<file path="src/rtl/rom_dl_bridge.sv">
// ROM download bridge: buffers data_io bytes in a FIFO and replays them as toggle req/ack writes
// on two SDRAM ports, then signals rom_loaded. Define ROM_DL_CHECKSUM_EN to add csum/csum_valid.
module rom_dl_bridge #(
    parameter int          DEPTH    = 8,
    parameter logic [24:0] GFX_BASE = 25'h07000,
    parameter logic [16:0] DL_LIMIT = 17'h1C200
) (
    input  logic        clk_sys,
    input  logic        res_n,
    input  logic        ioctl_downl,
    input  logic        ioctl_wr,
    input  logic [24:0] ioctl_addr,
    input  logic [7:0]  ioctl_dout,
    input  logic        user_reset,
    output logic        port1_req,
    input  logic        port1_ack,
    output logic [22:0] port1_a,
    output logic [1:0]  port1_ds,
    output logic [15:0] port1_d,
    output logic        port2_req,
    input  logic        port2_ack,
    output logic [22:0] port2_a,
    output logic [1:0]  port2_ds,
    output logic [15:0] port2_d,
    output logic        port_we,
    output logic        dl_wr,
    output logic [16:0] dl_addr,
    output logic [7:0]  dl_data,
    output logic        rom_loaded,
    output logic        core_reset,
    output logic        ovf
`ifdef ROM_DL_CHECKSUM_EN
    ,
    output logic [15:0] csum,
    output logic        csum_valid
`endif
);
    localparam int AW = (DEPTH > 1) ? $clog2(DEPTH) : 1;

    localparam logic [1:0] S_IDLE  = 2'd0;
    localparam logic [1:0] S_ISSUE = 2'd1;
    localparam logic [1:0] S_WAIT  = 2'd2;

    logic [24:0] fifo_addr [0:DEPTH-1];
    logic [7:0]  fifo_data [0:DEPTH-1];
    logic [AW:0] wr_ptr;
    logic [AW:0] rd_ptr;

    logic [1:0]  state;
    logic        gfx_sel;
    logic        wr_prev;
    logic        downl_prev;
    logic        ack1_meta;
    logic        ack1_s;
    logic        ack2_meta;
    logic        ack2_s;
    logic        done_armed;

    logic        capture;
    logic        dl_rise;
    logic        dl_fall;
    logic        empty;
    logic        full;
    logic        acks_match;
    logic        pop;
    logic        push;
    logic [24:0] head_addr;
    logic [7:0]  head_data;
    logic        head_gfx;
    logic [23:0] gfx_g;

    assign capture    = ioctl_downl && ioctl_wr && !wr_prev;
    assign dl_rise    = ioctl_downl && !downl_prev;
    assign dl_fall    = !ioctl_downl && downl_prev;
    assign empty      = (wr_ptr == rd_ptr);
    assign full       = (wr_ptr[AW] != rd_ptr[AW]) && (wr_ptr[AW-1:0] == rd_ptr[AW-1:0]);
    assign acks_match = (ack1_s == port1_req) && (ack2_s == port2_req);
    assign pop        = (state == S_IDLE) && !empty && acks_match;
    // A pop in the same cycle frees the slot, so a push into a full FIFO is still accepted.
    assign push       = capture && (!full || pop);

    assign head_addr  = fifo_addr[rd_ptr[AW-1:0]];
    assign head_data  = fifo_data[rd_ptr[AW-1:0]];
    assign head_gfx   = (head_addr >= GFX_BASE);
    assign gfx_g      = head_addr[23:0] - GFX_BASE[23:0];

    always_ff @(posedge clk_sys) begin
        if (push) begin
            fifo_addr[wr_ptr[AW-1:0]] <= ioctl_addr;
            fifo_data[wr_ptr[AW-1:0]] <= ioctl_dout;
        end
    end

    always_ff @(posedge clk_sys or negedge res_n) begin
        if (!res_n) begin
            wr_ptr     <= '0;
            rd_ptr     <= '0;
            state      <= S_IDLE;
            gfx_sel    <= 1'b0;
            wr_prev    <= 1'b0;
            downl_prev <= 1'b0;
            ack1_meta  <= 1'b0;
            ack1_s     <= 1'b0;
            ack2_meta  <= 1'b0;
            ack2_s     <= 1'b0;
            done_armed <= 1'b0;
            port1_req  <= 1'b0;
            port1_a    <= '0;
            port1_ds   <= '0;
            port1_d    <= '0;
            port2_req  <= 1'b0;
            port2_a    <= '0;
            port2_ds   <= '0;
            port2_d    <= '0;
            port_we    <= 1'b0;
            dl_wr      <= 1'b0;
            dl_addr    <= '0;
            dl_data    <= '0;
            rom_loaded <= 1'b0;
            core_reset <= 1'b1;
            ovf        <= 1'b0;
        end else begin
            wr_prev    <= ioctl_wr;
            downl_prev <= ioctl_downl;
            port_we    <= ioctl_downl;
            ack1_meta  <= port1_ack;
            ack1_s     <= ack1_meta;
            ack2_meta  <= port2_ack;
            ack2_s     <= ack2_meta;

            if (push) wr_ptr <= wr_ptr + 1'b1;
            if (pop)  rd_ptr <= rd_ptr + 1'b1;
            if (capture && full && !pop) ovf <= 1'b1;

            dl_wr <= capture && ({8'd0, DL_LIMIT} > ioctl_addr);
            if (capture) begin
                dl_addr <= ioctl_addr[16:0];
                dl_data <= ioctl_dout;
            end

            case (state)
                S_IDLE: begin
                    if (pop) begin
                        port1_a  <= head_addr[23:1];
                        port1_ds <= {head_addr[0], ~head_addr[0]};
                        port1_d  <= {head_data, head_data};
                        if (head_gfx) begin
                            port2_a  <= {gfx_g[23:15], gfx_g[13:0]};
                            port2_ds <= {gfx_g[14], ~gfx_g[14]};
                            port2_d  <= {head_data, head_data};
                        end
                        gfx_sel <= head_gfx;
                        state   <= S_ISSUE;
                    end
                end
                S_ISSUE: begin
                    port1_req <= ~port1_req;
                    if (gfx_sel) port2_req <= ~port2_req;
                    state <= S_WAIT;
                end
                S_WAIT: begin
                    // The untoggled port already matches, so one test covers both cases.
                    if (acks_match) state <= S_IDLE;
                end
                default: state <= S_IDLE;
            endcase

            if (dl_rise) begin
                done_armed <= 1'b0;
                rom_loaded <= 1'b0;
            end else begin
                if (dl_fall) done_armed <= 1'b1;
                if (done_armed && empty && (state == S_IDLE) && acks_match) rom_loaded <= 1'b1;
            end

            core_reset <= user_reset | ~rom_loaded;
        end
    end

`ifdef ROM_DL_CHECKSUM_EN
    always_ff @(posedge clk_sys or negedge res_n) begin
        if (!res_n) begin
            csum <= '0;
        end else if (dl_rise) begin
            csum <= capture ? {8'd0, ioctl_dout} : 16'd0;
        end else if (capture) begin
            csum <= csum + {8'd0, ioctl_dout};
        end
    end

    assign csum_valid = rom_loaded;
`endif

endmodule

</file>
<file path="config.mk">
export PLATFORM = sky130hd
export DESIGN_NAME = rom_dl_bridge
export DESIGN_NICKNAME = d
export VERILOG_FILES = /design/src/rtl/rom_dl_bridge.sv
export SDC_FILE = /design/constraint.sdc
export NUM_CORES = 1
export LEC_CHECK = 0
export BUFFER_PORTS_ARGS = -buffer_cell sky130_fd_sc_hd__buf_2
export CAP_MARGIN = 20
export CORE_MARGIN = 2
export CORE_UTILIZATION = 55
export CTS_CLUSTER_DIAMETER = 80
export DETAILED_ROUTE_END_ITERATION = 6
export GPL_TIMING_DRIVEN = 0
export PLACE_DENSITY = 0.8
export SLEW_MARGIN = 20
export SYNTH_ARGS = -nofsm -noshare
export SYNTH_HDL_FRONTEND = slang
export SYNTH_SLANG_ARGS = --single-unit
</file>
<file path="constraint.sdc">
create_clock -name clk_sys -period 5.9 [get_ports clk_sys]
set_clock_uncertainty 0.15 [all_clocks]
set_input_delay 0.59 -clock clk_sys [delete_from_list [all_inputs] [get_ports clk_sys]]
set_output_delay 0.59 -clock clk_sys [all_outputs]
set_load 0.02 [all_outputs]
</file>
* Word-level counts from Yosys, hierarchy flattened
Memories as Yosys holds them, arrays and structs flattened.
Cells that the tools add are included.
** Operators by class
- Add/sub/neg operators :: 3
- $lt $le $gt $ge :: 2
- Eq/ne operators :: 9
- Mux-type cells :: 9
- Bitwise operators :: 6
- Reduce and logical (&&, ||, !) cells :: 29
** Operators by type and width (count)
- $ge 25x15->1 const B :: 1
- $gt 17x25->1 const A :: 1
- $sub 24x15->24 const B :: 1
- $logic_and 1x1->1 :: 15
- $add 4x1->4 const B :: 2
- $logic_not 1->1 :: 6
- $mux 1 :: 6
- $pmux 2 s3 :: 1
- $reduce_and 2->1 :: 3
- $not 1->1 :: 5
- $eq 4x4->1 :: 1
- $mux 2 :: 2
- $ne 2x2->1 const B :: 2
- $reduce_bool 2->1 :: 2
- $eq 3x3->1 :: 1
- $reduce_and 3->1 :: 1
- $eq 1x1->1 :: 2
- $eq 2x1->1 const B :: 1
- $eq 2x2->1 const B :: 1
- $logic_not 2->1 :: 1
- $logic_or 1x1->1 :: 1
- $ne 1x1->1 :: 1
- $or 1x1->1 :: 1
** Word-level totals
- Flip-flop bits (word level) :: 131
- Memory bits (writable) :: 264
- Input port bits :: 40
- Output and inout port bits :: 114
- Word-level logic and storage cells :: 85
- Memories :: 2
** Memories
- fifo_addr :: depth 8, width 25, rd ports 1, clocked after Yosys merged registers in 0, wr ports 1, RTL line 44 : logic [24:0] fifo_addr [0:DEPTH-1];
- fifo_data :: depth 8, width 8, rd ports 1, clocked after Yosys merged registers in 0, wr ports 1, RTL line 45 : logic [7:0] fifo_data [0:DEPTH-1];

* Logic depth before layout (Yosys ltp)
- Depth after elaboration :: 8
- Depth in mapped cells :: 10
- Mapped depth without buffers :: 7

* Least setup slack after synthesis
No wires, ideal clock.
- Path type :: register to register
- From :: register rd_ptr[2]
- To :: memory fifo_addr[1][0] (enable)
- Setup time :: 471 ps
- Arrival time :: 4088 ps
- Required time :: 5279 ps
- Slack :: 1190 ps
- Cell stages (with the launch flop) :: 8
- Clock period less this slack :: 4710 ps
- Path through :: dfrtp_1 > buf_2 > buf_2 > xor2_1 > nor3_1 > a31oi_1 > nand2b_1 > nor3b_1
** On the way
- Cells in the longest elaborated chain, start to end :: 8
- Elaborated cells between the ends (all ways) :: 11
** Ends and longest elaborated chain
- from (decl) :: RTL line 47 : logic [AW:0] rd_ptr;
- from (signal assigned) :: RTL line 132 : if (pop) rd_ptr <= rd_ptr + 1'b1;
- $eq 4x4->1 :: RTL line 75 : assign empty = (wr_ptr == rd_ptr);
- $logic_not 1->1 :: RTL line 78 : assign pop = (state == S_IDLE) && !empty && acks_match;
- $logic_and 1x1->1 (2 in a row) :: RTL line 78
- $logic_or 1x1->1 (*) :: RTL line 80 : assign push = capture && (!full || pop);
- $logic_and 1x1->1 (*) :: RTL line 80
- $mux 1 (*) :: RTL line 88 : if (push) begin
- $mux 1 (implied by the code) (*) :: RTL line 89 : fifo_addr[wr_ptr[AW-1:0]] <= ioctl_addr;
- to (decl) :: RTL line 44
Mark *: on every way between the ends. The rest lies on a longest branch, timed or not.

* Worst setup path after layout
- From :: register rd_ptr[0]
- To :: memory fifo_addr[5][13] (enable)
The elaborated chain is that of the path after synthesis.

==> metrics.txt <==
busiest grt layer met2; I/O pin cnt 154; most frequent cells in the layout 264 x edfxtp_1, 166 x buf_2, 114 x dfrtp_1; max_slew headroom 30.7%; Hold Crit Depth 1; CTS tree built; Synth area leaders edfxtp_1 53%, dfrtp_1 19%, mux4_2 9.1%; NetSw 3240 uW; P_int 6070 uW; crit path kind flip-flop to flip-flop; initial DRC count 995; Core Area 26800 sq um; Seq pwr share 37.6%; Final Max Tran Viols 0; CP Capture Type flip-flop; peak supply drop 0.420 mV; global route overflow 0; main flop type after synthesis edfxtp_1; final setup margin 1.71 ns; GRT Util Overall 24.9%; Worst Reg-to-Reg Cells 10; hold crit path type input port to flip-flop; EDFF count, synth 264; Synth Register Bits 379; total wire length 34600 um; Worst Hold Launch port2_ack; CP arrival 4.27 ns; GRT met2 Usage 39.6%; Setup crit start kind flip-flop; Post-Synthesis Cells 819; CP peak stage delay 0.65 ns; f_max 0.239 GHz; Rows 60; CP Cell Sequence clkbuf_1 > xor2_1 > nor3_1 > a31oi_1 > nand2_1 > nor3b_2 > buf_6 > buf_4 > buf_6 > buf_6; cell mode on critical path buf_6; synth unique cells 55; CP max-delay cell nor3b_2; register area share after synthesis 72.5%; Layout fillers 1680; port buffer count 153; Die Ht 169 um; Syn. warnings 0; vias 8383; Setup WS pre-CTS 1.92 ns; # diodes 0; TritonCTS buffer count 40; First-pass DRT Iterations 5; min Tclk post-route 4.19 ns; Worst Hold Path EP ack2_meta; vias in the first global route 8648; Worst Tran Pin Value 1.04 ns; MaxCap Viol Count 0; share of layout cells above drive strength 1 37.3%; Cell Area, Synth 14900 sq um; CTS max path bufs 3; Clk Latency, worst-skew pair 0.53 ns; Post-DP HPWL 23000 um; CP required 5.98 ns; FF-to-FF Start rd_ptr[0]; routed len/inst 24.4 um; Worst Path Max Fanout 10; met1 GRT Util 34.1%; sinks on the clock net 379; post-DR vias/cell 5.90; Starting Density 55.7%; Final Hold Fails 0; syn_nets 863; cell taking the most area after synthesis edfxtp_1; commonest non-fill, non-tap cell in the layout edfxtp_1; total power per unit cell area 523 nW/um^2; area share of the largest cell type after synthesis 53.1%; Pleak 0.00676 uW; synthesized area per cell 18.2 sq um; Die X 169 um; first-pass GRT wire length 51900 um; die area 28500 sq um; DRC 0; met3 Resource Use GR 5.26%; R2R setup slack 1.71 ns; Async SR Flop Fraction 30.3%; GPL Wtd Cong 0.801; fin nets 1091; Gate power share 36.3%; FF-to-FF End fifo_addr[5][13]; Sw Share 34.8%; final setup fails 0; footprint of the multi-input gates 3760 sq um; Tcrit/Tclk final 71.0%; initial antenna violation count 0; H-tree depth 2; CTS clock-pin slew for the worst setup and hold paths 0.06 ns; post-route ant nets 0; Layout area overhead 19.4%; status finished, final reports clean; RSZ-0062 raised after global routing false; Root Driver clkbuf_16; largest net degree at the start of global routing 60; Seq. cell area 10800 sq um; hold slack final 0.0206 ns; post-CTS resize count 0; Clock power frac 26.1%
[per-stage QoR]
stage / std cells / total power [uW] / instance area, sq um / utilization, % / setup TNS [ns]
floorplan: 819 / 5760 / 14900 / - / 0
global placement: 1313 / 6740 / 16100 / 60.1 / -308.41
detailed placement: 1345 / 6870 / 16500 / 61.6 / 0
CTS: 1420 / 9340 / 17800 / 66.5 / 0
global route: 1420 / 9700 / 17800 / 66.5 / 0
finish: 1420 / 9310 / 17800 / 66.5 / 0
[power groups by stage]
stage / Sequential [uW] / Combinational (uW) / Clock [uW]
after detailed placement: 3550 / 3330 / 0
after floorplan: 3840 / 1930 / 0
after global placement: 3540 / 3200 / 0
after global routing: 3540 / 3590 / 2570
final: 3500 / 3380 / 2430
after CTS: 3500 / 3370 / 2460
[worst max path at each step]
stage                start          endpoint  slack (ns)  depth (start not counted)
2_1_floorplan    rd_ptr[2]   fifo_addr[1][0]        1.19                          7
3_3_place_gp   ioctl_downl   fifo_addr[1][6]       -1.94                          6
3_5_place_dp     rd_ptr[0]  fifo_addr[5][13]        1.92                         10
4_1_cts          rd_ptr[0]  fifo_addr[5][23]        1.77                         10
5_1_grt          rd_ptr[0]  fifo_addr[5][15]        1.58                         10
6_report         rd_ptr[0]  fifo_addr[5][13]        1.71                         10
[logic make-up after synthesis]
family	Yosys count	synth area share [%]
adders and majority gates	4	0.336
and+or+nand+nor	114	3.67
AOI/OAI and AO/OA	50	2.35
buffers and inverters	79	2.63
xor gates and xnor gates	20	1.17
DFF	379	72.5
muxes	173	17.4
[worst max-delay path: cells and delay by family (launching register included)]
family	cells	cell delay (ns)
buf+inv	5	1.29
simple gates	3	1.10
flops	1	0.49
xor+xnor	1	0.34
compound gates	1	0.52
[cells in the mapped netlist (3+ instances only)]
library cell,n
a21oi_1,22
buf_1,4
buf_2,14
buf_4,17
clkbuf_1,17
dfrtp_1,114
edfxtp_1,264
ha_1,4
inv_1,24
mux2_1,7
mux2_2,42
mux2_4,10
mux2i_1,54
mux4_2,60
nand2_1,22
nand2b_1,4
nand3b_1,3
nor2_1,50
nor2b_1,4
nor3_1,7
nor3b_1,5
nor4_1,5
o21a_1,5
or4_1,3
xnor2_1,13
xor2_1,7
[cell type report]
| type | count | area share [%] |
|---|---|---|
| Inverter | 25 | 0.527 |
| Tap cell | 341 | 2.39 |
| Clock buffer | 55 | 6.40 |
| Sequential cell | 379 | 60.7 |
| Buffer | 54 | 1.68 |
| Clock inverter | 19 | 0.850 |
| Timing Repair Buffer | 186 | 6.38 |
| Multi-Input combinational cell | 361 | 21.1 |
[repair_timing]
action / in CTS / in global routing
endpoints found under the hold margin: 57 / 0
setup endpoints to repair: 0 / 0
buffers inserted: 0 / 0
hold buffers: 1 / 0
[routing by layer]
| layer | up-vias | share of wire, % |
|---|---|---|
| met2 | 457 | 48 |
| met5 | - | 0 |
| met1 | 4263 | 39 |
| met3 | 80 | 9.0 |
| li1 | 3583 | - |
| met4 | 0 | 3.5 |
[state kept, by name, summed over array words and instances (netlist names), 2 cells and up]
signal / count
dl_addr: 17
dl_data: 8
fifo_addr: 200
fifo_data: 64
port1_a: 23
port1_d: 8
port1_ds: 2
port2_a: 23
port2_d: 8
port2_ds: 2
rd_ptr: 4
state: 2
wr_ptr: 4
Power figures use the tool's default switching activity.
